$ cat src/rtl/branch_resolve_unit.sv
// Branch resolve unit: resolves conditional branches, JAL and JALR in execute,
// checks the fetch-stage prediction and registers the result in a single
// valid/ready output stage. Keeps saturating retire/mispredict counters.
module branch_resolve_unit #(
    parameter int unsigned XLEN  = 32,
    parameter int unsigned CNT_W = 32
) (
    input  logic             clk,
    input  logic             rst,
    input  logic             in_valid,
    output logic             in_ready,
    input  logic [1:0]       in_kind,
    input  logic [2:0]       in_funct3,
    input  logic [XLEN-1:0]  in_rs1,
    input  logic [XLEN-1:0]  in_rs2,
    input  logic [XLEN-1:0]  in_pc,
    input  logic [XLEN-1:0]  in_imm,
    input  logic             in_pred_taken,
    input  logic [XLEN-1:0]  in_pred_target,
    input  logic             kill,
    output logic             out_valid,
    input  logic             out_ready,
    output logic             out_taken,
    output logic [XLEN-1:0]  out_target,
    output logic [XLEN-1:0]  out_link,
    output logic             out_mispredict,
    output logic             out_illegal,
    input  logic             cnt_clear,
    output logic [CNT_W-1:0] cnt_branches,
    output logic [CNT_W-1:0] cnt_mispredicts
);

    localparam logic [1:0] KindCond = 2'b00;
    localparam logic [1:0] KindJal  = 2'b01;
    localparam logic [1:0] KindJalr = 2'b10;

    logic [XLEN-1:0] pc_plus4;
    logic [XLEN-1:0] br_target;
    logic [XLEN-1:0] jalr_sum;
    logic [XLEN-1:0] taken_target;
    logic [XLEN-1:0] next_target;
    logic            cond_true;
    logic            funct3_bad;
    logic            taken;
    logic            illegal;
    logic            mispredict;
    logic            accept;
    logic            retire;

    assign pc_plus4  = in_pc + XLEN'(4);
    assign br_target = in_pc + in_imm;
    assign jalr_sum  = in_rs1 + in_imm;

    // No bubble when draining: a new request may enter as the held one leaves.
    assign in_ready = !out_valid || out_ready;
    assign accept   = in_valid && in_ready && !kill;
    assign retire   = out_valid && out_ready && !kill;

    // Evaluate the branch condition selected by funct3.
    always_comb begin
        cond_true  = 1'b0;
        funct3_bad = 1'b0;
        case (in_funct3)
            3'b000:  cond_true = (in_rs1 == in_rs2);
            3'b001:  cond_true = (in_rs1 != in_rs2);
            3'b100:  cond_true = ($signed(in_rs1) < $signed(in_rs2));
            3'b101:  cond_true = ($signed(in_rs1) >= $signed(in_rs2));
            3'b110:  cond_true = (in_rs1 < in_rs2);
            3'b111:  cond_true = (in_rs1 >= in_rs2);
            default: funct3_bad = 1'b1;
        endcase
    end

    // Resolve direction, target and prediction check for the incoming request.
    always_comb begin
        taken        = 1'b0;
        illegal      = 1'b0;
        taken_target = br_target;
        case (in_kind)
            KindCond: begin
                taken   = cond_true;
                illegal = funct3_bad;
            end
            KindJal:  taken = 1'b1;
            KindJalr: begin
                taken        = 1'b1;
                taken_target = {jalr_sum[XLEN-1:1], 1'b0};
            end
            default:  illegal = 1'b1;
        endcase
        next_target = taken ? taken_target : pc_plus4;
        // Compare against the raw taken target; pc+4 is irrelevant when not taken.
        mispredict  = (taken != in_pred_taken) || (taken && (taken_target != in_pred_target));
    end

    // Output valid: kill and reset drop the held result; otherwise load or drain.
    always_ff @(posedge clk) begin
        if (rst) begin
            out_valid <= 1'b0;
        end else if (kill) begin
            out_valid <= 1'b0;
        end else if (accept) begin
            out_valid <= 1'b1;
        end else if (out_ready) begin
            out_valid <= 1'b0;
        end
    end

    // Output data: only loads on accept, so held fields never change.
    always_ff @(posedge clk) begin
        if (rst) begin
            out_taken      <= 1'b0;
            out_target     <= '0;
            out_link       <= '0;
            out_mispredict <= 1'b0;
            out_illegal    <= 1'b0;
        end else if (accept) begin
            out_taken      <= taken;
            out_target     <= next_target;
            out_link       <= pc_plus4;
            out_mispredict <= mispredict;
            out_illegal    <= illegal;
        end
    end

    // Saturating performance counters; clear wins over a same-cycle retire.
    always_ff @(posedge clk) begin
        if (rst || cnt_clear) begin
            cnt_branches    <= '0;
            cnt_mispredicts <= '0;
        end else if (retire) begin
            if (cnt_branches != {CNT_W{1'b1}}) begin
                cnt_branches <= cnt_branches + CNT_W'(1);
            end
            if (out_mispredict && (cnt_mispredicts != {CNT_W{1'b1}})) begin
                cnt_mispredicts <= cnt_mispredicts + CNT_W'(1);
            end
        end
    end

endmodule

$ cat config.mk
export PLATFORM = sky130hd
export DESIGN_NAME = branch_resolve_unit
export DESIGN_NICKNAME = d
export VERILOG_FILES = /design/src/rtl/branch_resolve_unit.sv
export SDC_FILE = /design/constraint.sdc
export NUM_CORES = 1
export LEC_CHECK = 0
export BUFFER_PORTS_ARGS = -buffer_cell sky130_fd_sc_hd__buf_2
export CAP_MARGIN = 20
export CORE_MARGIN = 3
export CORE_UTILIZATION = 55
export CTS_BUF_LIST = sky130_fd_sc_hd__clkbuf_4 sky130_fd_sc_hd__clkbuf_8 sky130_fd_sc_hd__clkbuf_16
export DETAILED_ROUTE_END_ITERATION = 7
export PLACE_DENSITY_LB_ADDON = 0.15
export RECOVER_POWER = 25
export SYNTH_ARGS = -nofsm -noshare
export SYNTH_HDL_FRONTEND = slang
export SYNTH_SLANG_ARGS = --single-unit
$ cat constraint.sdc
create_clock -name clk -period 7.11 [get_ports clk]
set_input_delay 0.3555 -clock clk [delete_from_list [all_inputs] [get_ports clk]]
set_output_delay 0.3555 -clock clk [all_outputs]
set_load 0.05 [all_outputs]
==> impl_metrics.csv <==
group,metric,value,unit
drt,vias,12900,
synthesis,synthArstFlopShare,0,%
drt,drt-wirelength-per-cell,18.4,um
setup_path,crit_fanout,72,
cells_and_area,regArea,0.00264,sq mm
cells_and_area,area_delta_synth_final,18.1,%
grt,gr_util_all_layers,31.5,%
setup_path,worstReg2RegEnd,"out_mispredict",
synthesis,synthesis.instances,1596,
grt,remaining_overflow_grt,0,
drt,initialDrtViolationCount,1152,
timing,max-slew-margin-rel,29.7,%
drt,drt_first_pass_iters,5,
grt,number_of_global_route_vias_before_repair,11600,
synthesis,synth_flop_cell,"dfxtp_1",
synthesis,synth_cell_type_count,73,
setup_path,crit_type,"input pin to flip-flop",
cts,number_of_sinks_on_the_clock_net,132,
cells_and_area,multiInputGateArea,0.00859,sq mm
run_status,run_status,"finished clean",
setup_path,worst_setup_path_startpoint,"in_kind[0]",
cells_and_area,share_of_cells_above_drive_strength_1,16.1,%
timing,fin_crit,4.25,ns
grt,grt_first_pass_wirelength,60800,um
cts,number_of_clock_buffers_inserted_by_tritoncts,17,
synthesis,synthMostInstantiatedCell,"nor2_1",
drt,routed_wirelength,39200,um
place,gp_routability_congestion,0.963,
drt,viasPerCell,6.05,
synthesis,netlist.area_leader.share,22.5,%
floorplanning,dieHeight,152,um
hold_path,hp-class,"input pin to flip-flop",
power,comb_power_share,36.0,%
power,total_power,2550,uW
synthesis,synth.yosys.seq_area_share,22.5,%
power,powerDensity,184,mW/mm^2
timing,timing_worst_slew_pin_value,1.05,ns
timing,final_min_period_over_clock_period,59.7,%
setup_path,timing.rr.start,"out_valid",
setup_path,worst_setup_path_start_kind,"input pin",
power,power.leakage,0.00594,uW
timing,rsz_0062_raised_after_global_routing,"false",
cts,tritoncts,"done",
cts,clkTransAtPathRegs,0.06,ns
floorplanning,num_rows,52,
synthesis,post_synthesis_instance_area,0.0117,sq mm
synthesis,post_synth_most_frequent_cells,"nor2_1, nand2_1, dfxtp_1, a21oi_1, ha_1",
floorplanning,top_ports,305,
power,power.switching,942,uW
cells_and_area,fillers,1890,
synthesis,post_synth_main_area_contributors,"dfxtp_1, ha_1, xor2_1",
place,detailedPlacementHpwl,31400,um
power,pwr-share-seq,30.7,%
power,p_int,1600,uW
setup_path,reg2reg_slack,3.19,ns
timing,maxClockFrequency,235,MHz
setup_path,cp_data_required_time,7.39,ns
cts,clock_insertion_delay_worst_skew,0.41,ns
place,place.port_buffers,304,
synthesis,ys_seq_elements,132,
floorplanning,fp.dieW,152,um
power,vdd.ir_drop.worst,121,uV
timing,final-max-slew-violation-count,0,
power,clock_power_share,33.3,%
synthesis,synth-edff-count,0,
grt,antenna_found_initial,0,
drt,route.detailed.drc,0,
setup_path,worstSetupEndpoint,"out_mispredict",
synthesis,synth_nets,1869,
synthesis,post_synth.cell_area_avg,7.36,sq um
timing,setup_tns,0,ns
cts,cts-hold-fix-buffers,0,
cts,htree_levels,4,
timing,final.setup_skew,0.00908,ns
cells_and_area,diodes,0,
synthesis,yosys_warn_count,0,
floorplanning,initial_core_util,56.9,%
place,detailedPlace.worstSlack,2.50,ns
setup_path,reg2reg_depth,11,
synthesis,largest_area_contributor_in_the_synthesized_netlist,"dfxtp_1",
setup_path,critPathArrivalTime,4.53,ns
power,power.switching_fraction,37.0,%
timing,fin_ws,2.86,ns
flow_run,timing.max_cap.violations,0,
drt,final_antenna_violating_net_count,0,
grt,grt_start_max_net_pins,86,
cts,cts.path.max_buffers,2,
setup_path,worstSetupEndpointType,"flip-flop",
floorplanning,die_area,0.0231,sq mm
cts,root_buffer,"clkbuf_16",
cells_and_area,finish.net_count,2118,
floorplanning,core-area,0.0206,sq mm
cts,cts_setup_buffers,0,
cts,postCtsResizedCells,0,
timing,setup_viol,0,
timing,finalHoldViolCount,0,
[worst min path at each step]
stage,startpoint,to,slack [ns],cells after the start
2_1_floorplan,kill,out_valid,0.43,1
6_report,kill,out_valid,0.18,2
4_1_cts,kill,out_valid,0.17,2
3_5_place_dp,out_target[13],out_target[13],0.44,2
3_3_place_gp,out_target[15],out_target[15],0.44,2
5_1_grt,kill,out_valid,0.19,2
[power groups by stage]
stage | Clock [uW] | Combinational (uW) | Sequential [uW]
floorplan | 0 | 537 | 888
global placement | 0 | 894 | 797
detailed placement | 0 | 902 | 797
CTS | 854 | 906 | 782
global route | 886 | 989 | 785
finish | 847 | 916 | 782
[sequential cells by signal, summed over array words and instances (netlist names)]
| signal | cells |
|---|---|
| out_taken | 1 |
| out_target | 32 |
| cnt_mispredicts | 32 |
| out_illegal | 1 |
| out_mispredict | 1 |
| cnt_branches | 32 |
| out_valid | 1 |
| out_link | 32 |
[per-stage QoR]
| step | hold WS [ns] | utilization [%] | cell area, sq um | instances |
|---|---|---|---|---|
| 3_3_place_gp | 0.438 | 64.7 | 13300 | 2095 |
| 3_5_place_dp | 0.442 | 64.8 | 13400 | 2096 |
| 6_report | 0.182 | 67.2 | 13900 | 2127 |
| 2_1_floorplan | 0.432 | - | 11700 | 1596 |
| 4_1_cts | 0.166 | 67.6 | 13900 | 2127 |
| 5_1_grt | 0.187 | 67.2 | 13900 | 2127 |
[kinds of logic (layout without fill, tap and decap cells)]
family          after synthesis  count (layout)  share of synthesized area, %
compound gates              390             390                          21.6
xor+xnor                    164             164                          12.2
fa+ha+maj                   101             101                          10.9
buf+inv                     135             396                          4.39
flops                       132             132                          22.5
mux                          25              25                          2.18
simple gates                649             649                          26.2
[cells in the final DEF (no fill, tap or decap), types with 51 or more instances in the layout]
cell type    n
nand2_1    171
nor2_1     200
buf_2      239
inv_1       53
ha_1        98
o21ai_0     71
nand4_1     51
dfxtp_1    132
xor2_1      88
a21oi_1    129
nand3_1     65
clkbuf_1    65
xnor2_1     76
[layout make-up]
cell class,count,share of cell area [%]
clock buffer,18,3.17
clock inverter,13,0.975
inverter,53,1.44
multi-input combinational,1329,62.0
sequential,132,19.1
tap,270,2.44
timing repair buffer,312,11.0
[layer usage]
metal	global-route usage, %	vias to the layer above	wire, um
li1	-	6249	-
met3	3.58	67	3000
met2	52.1	560	18100
met4	10.4	0	1220
met5	0	-	0
met1	43.1	5983	16900
[critical path, cell delays in order]
cell	delay [ns]
buf_2	0.11
inv_1	0.07
ha_2	0.16
buf_4	0.57
inv_1	0.59
buf_4	0.39
nor3_1	0.20
nor4_1	0.08
o31ai_1	0.15
xnor2_1	0.19
o311ai_0	0.16
or4_1	0.53
a2111oi_2	0.44
nand4_1	0.14
nor4_1	0.26
a31oi_1	0.11
No activity file was read; power rests on OpenSTA's default activity.
